--- src/rtl/vga_score_keeper.sv ---
// vga_score_keeper: saturating eat counter with session high score and frame-synchronous display latch
// Ports:
//   i_clk          system clock (shared with VGA timing)
//   i_reset_n      asynchronous active-low reset
//   i_eat          eat level; each rising edge is one event
//   i_game_over    game over request (level or pulse)
//   i_restart      new game request (level or pulse)
//   i_frame_start  one-cycle pulse at start of vertical blanking
//   o_score        frame-latched displayed value
//   o_high_score   session high score
//   o_showing_high o_score currently shows the high score
//   o_playing      state is PLAYING
module vga_score_keeper #(
  parameter int MAX_SCORE    = 999,
  parameter int POINTS       = 1,
  parameter int BLINK_FRAMES = 60
) (
  input  logic       i_clk,
  input  logic       i_reset_n,
  input  logic       i_eat,
  input  logic       i_game_over,
  input  logic       i_restart,
  input  logic       i_frame_start,
  output logic [9:0] o_score,
  output logic [9:0] o_high_score,
  output logic       o_showing_high,
  output logic       o_playing
);
  typedef enum logic [1:0] {S_PLAYING, S_COMMIT, S_OVER} state_t;
  state_t      r_state;
  logic [9:0]  r_live;
  logic        r_eat_q;
  logic [7:0]  r_frame_cnt;
  logic        r_phase;
  logic        w_eat_rise;
  logic [10:0] w_sum;
  logic [9:0]  w_next_live;
  logic        w_show_high;
  // 11-bit sum so the ceiling clamp sees the carry and never wraps
  assign w_eat_rise  = i_eat & ~r_eat_q;
  assign w_sum       = {1'b0, r_live} + 11'(POINTS);
  assign w_next_live = (w_sum > 11'(MAX_SCORE)) ? 10'(MAX_SCORE) : w_sum[9:0];
  assign w_show_high = (r_state == S_OVER) && r_phase;
  assign o_playing   = (r_state == S_PLAYING);
  always_ff @(posedge i_clk or negedge i_reset_n) begin
    if (!i_reset_n) begin
      r_state        <= S_PLAYING;
      r_live         <= '0;
      r_eat_q        <= 1'b0;
      r_frame_cnt    <= '0;
      r_phase        <= 1'b0;
      o_score        <= '0;
      o_high_score   <= '0;
      o_showing_high <= 1'b0;
    end else begin
      r_eat_q <= i_eat;
      // display only changes at vertical blanking, using pre-edge values
      if (i_frame_start) begin
        o_score        <= w_show_high ? o_high_score : r_live;
        o_showing_high <= w_show_high;
      end
      // restart wins over everything; a coincident eat edge is discarded
      if (i_restart) begin
        r_state     <= S_PLAYING;
        r_live      <= '0;
        r_frame_cnt <= '0;
        r_phase     <= 1'b0;
      end else begin
        case (r_state)
          S_PLAYING: begin
            if (w_eat_rise) r_live <= w_next_live;
            if (i_game_over) r_state <= S_COMMIT;
          end
          S_COMMIT: begin
            if (r_live > o_high_score) o_high_score <= r_live;
            r_frame_cnt <= '0;
            r_phase     <= 1'b0;
            r_state     <= S_OVER;
          end
          S_OVER: begin
            if (i_frame_start) begin
              if (r_frame_cnt == 8'(BLINK_FRAMES - 1)) begin
                r_frame_cnt <= '0;
                r_phase     <= ~r_phase;
              end else begin
                r_frame_cnt <= r_frame_cnt + 8'd1;
              end
            end
          end
          default: r_state <= S_PLAYING;
        endcase
      end
    end
  end
endmodule

--- config.mk ---
export PLATFORM = sky130hd
export DESIGN_NAME = vga_score_keeper
export DESIGN_NICKNAME = d
export VERILOG_FILES = /design/src/rtl/vga_score_keeper.sv
export SDC_FILE = /design/constraint.sdc
export NUM_CORES = 1
export LEC_CHECK = 0
export ABC_AREA = 1
export CORE_MARGIN = 5
export CORE_UTILIZATION = 55
export DETAILED_ROUTE_END_ITERATION = 10
export GPL_ROUTABILITY_DRIVEN = 0
export PLACE_DENSITY = 0.85
export SLEW_MARGIN = 20
export SYNTH_ARGS = -nofsm -noshare
export SYNTH_HDL_FRONTEND = slang
export SYNTH_SLANG_ARGS = --single-unit
--- constraint.sdc ---
create_clock -name i_clk -period 2.88 [get_ports i_clk]
set_input_delay 0.288 -clock i_clk [delete_from_list [all_inputs] [get_ports i_clk]]
set_output_delay 0.288 -clock i_clk [all_outputs]
set_load 0.1 [all_outputs]
==> summary.txt <==
Route
  – DRT Pass-1 Iters: 4
  – Vias per cell: about 5.4
  – DRT Wirelength: about 5 mm
  – Vias: about 2,100
  – Avg WL per Cell: 13.2 µm
  – DRC viols: 0
  – DRT iter0 DRCs: 170
  – Final ANT Viol Nets: 0

Hold path
  – Hold crit path type: input port to async pin

Setup path
  – Slowest Stage Delay on Critical Path: 490 ps
  – Crit path arrival time: 2440 ps
  – Worst endpoint required time: slightly above 3000 ps
  – Worst-path cell chain: ha_1, nand2_1, nor2_1, o211ai_1, nand3_1, nand3_1, nor2_1, a21oi_1
  – CP Max Fanout: 20
  – Crit-path slowest cell: nand3_1
  – Critical Path End Type: flop
  – Setup Crit Path Kind: flop to flop
  – Startpoint types: flop

Timing
  – Finish-stage setup viols: 0
  – Final period util: 0.794
  – Final min period: 2290 ps
  – Relative slew slack: 0.526
  – Measured slew at the worst slew-check pin: 708 ps
  – Final Hold Vio Count: 0
  – FMAX: between 400 and 500 MHz
  – RSZ-0062 raised after global routing: false
  – Layout Skew: between 6 and 7 ps
  – Slew Viols, Final: 0
  – TNS Setup: 0 ps
  – Hold_ws: between 400 and 500 ps

Finish
  – Area delta synth->final: 15.0%
  – Fraction of layout cells with a size suffix above 1: 0.151
  – Nets: between 300 and 400
  – Ant. Diodes: 0
  – Fin area: 2790 µm²

Yosys
  – Yosys top cell by area: dfrtp_1
  – Syn_nets: 327
  – Commonest cells in the netlist: nand2_1, dfrtp_1, inv_1
  – Synth top area share: 0.444
  – Number of synthesis warnings: 0
  – Main synth FF type: dfrtp_1
  – Cell count after synthesis: 308
  – Async S/R FF share, synth: 1.00
  – EDFF count, synth: 0
  – Synth Cell Area: roughly 2400 µm²
  – Sequential share of the synthesized area: 0.444
  – Post-synth cell types: 30
  – Avg Inst Size Synth: 7.87 µm²
  – Count leader, synth: nand2_1
  – Synth area leaders: dfrtp_1, nand2_1, ha_1
  – Synth Register Bits: 43

Status
  – Outcome: completed

Clocking
  – Hold buffer count at CTS: 0
  – Max clock buf depth: 2
  – Post-CTS Setup Repair Bufs: 0
  – Skew-Pair Late Insertion Delay: 300 ps
  – Worst-path clk slew: approximately 80 ps
  – CTS H-Tree Depth: 2
  – Clock Root Buffer: clkbuf_8
  – CTS tree: yes
  – Cts bufs inserted: 5
  – Post-CTS Resized: 0
  – # clock sinks: 43

Job
  – Max cap viols: 0

Die
  – Starting Density: 0.561
  – Core area: 4320 µm²
  – FP Rows: 24
  – Die Wd: 76.4 µm
  – I/O pin total: 28
  – DIE HEIGHT: about 76 µm
  – Full die area: 5840 µm²

Place
  – Placement Cell Area: roughly 2700 µm²
  – PortBufs: 27
  – DP Wirelength: approximately 3.8 mm

Global routing
  – Global-route wire length before repair: just over 9 mm
  – Initial antenna violation count: 0
  – Vias in the first global route: 1,978
  – Tot GR Track Use: 0.191
  – Largest net degree at the start of global routing: 44
  – Gr ovfl total: 0

Power and ir drop
  – Leak pwr: around 1.4 nW
  – Power per cell area: 461 nW/µm²
  – Peak VDD IR: 191 µV
[per-stage QoR]
| step | worst slack, ps | std cells | utilization | power [mW] |
|---|---|---|---|---|
| 2_1_floorplan | 273 | 308 | - | 0.831 |
| 3_3_place_gp | 830 | 380 | 0.617 | 0.892 |
| 3_5_place_dp | 697 | 380 | 0.617 | 0.897 |
| 4_1_cts | 613 | 387 | 0.638 | 1.29 |
| 5_1_grt | 366 | 389 | 0.645 | 1.35 |
| 6_report | 593 | 389 | 0.645 | 1.29 |
[layout by cell type (no fill, tap or decap), types with 3 or more instances in the layout]
| master | count |
|---|---|
| a21oi_1 | 18 |
| buf_4 | 22 |
| clkbuf_8 | 6 |
| clkdlybuf4s50_1 | 4 |
| dfrtp_1 | 43 |
| ha_1 | 13 |
| inv_1 | 32 |
| inv_2 | 3 |
| nand2_1 | 87 |
| nand2_2 | 3 |
| nand3_1 | 20 |
| nand4_1 | 4 |
| nor2_1 | 16 |
| nor2_2 | 5 |
| nor3_1 | 7 |
| o21ai_0 | 16 |
| o21ai_1 | 15 |
[logic make-up after synthesis]
kind of cell | count (synthesis) | synth area share
compound gates | 53 | 0.117
xor+xnor | 3 | 0.0108
fa+ha+maj | 13 | 0.0671
buf+inv | 43 | 0.0681
flops | 43 | 0.444
simple gates | 153 | 0.293
[path summary, 6_finish.rpt]
kind / from / cells after the start / slack, ps / to
max: r_live[9]$_DFFE_PN0P_ / 8 / 590 / o_high_score[2]$_DFFE_PN0P_
min in group i_clk: o_score[8]$_DFFE_PN0P_ / 2 / 490 / o_score[8]$_DFFE_PN0P_
max in group asynchronous: i_reset_n / 3 / 1960 / r_state[0]$_DFFE_PN0P_
min reg2reg: o_score[8]$_DFFE_PN0P_ / 2 / 490 / o_score[8]$_DFFE_PN0P_
min: i_reset_n / 2 / 440 / r_live[7]$_DFFE_PN0P_
max reg2reg: r_live[9]$_DFFE_PN0P_ / 8 / 590 / o_high_score[2]$_DFFE_PN0P_
[worst max-delay path: cells and delay by family (launching register included)]
family	cells	cell delay, ps
and+or+nand+nor	5	1170
AOI/OAI and AO/OA	2	210
DFF	1	440
adders and majority gates	1	330
[registers in the layout (all words and copies together), names as in the netlist]
signal and cells:
r_eat_q 1, o_high_score 10, r_frame_cnt 8, o_score 10
r_state 2, r_phase 1, r_live 10, o_showing_high 1
[final cells by class]
cell class,count,area [µm²]
sequential,43,1080
inverter,36,135
clock inverter,1,5.00
multi-input combinational,222,1180
fill,360,1540
clock buffer,6,82.6
tap,52,65.1
timing repair buffer,29,240
[metal layers]
layer | GRT usage | up-vias | share of wire
li1 | - | 1062 | -
met1 | 0.251 | 970 | 0.45
met2 | 0.293 | 44 | 0.48
met3 | 0.0520 | 10 | 0.052
met4 | 0.0839 | 0 | 0.021
met5 | 0 | - | 0
[power breakdown]
| part | internal [mW] | leakage (nW) | switching, mW |
|---|---|---|---|
| logic | 0.0590 | 0.746 | 0.189 |
| registers | 0.623 | 0.589 | 0.0195 |
| clock network | 0.188 | 0.0470 | 0.207 |
No activity file was read; power rests on OpenSTA's default activity.
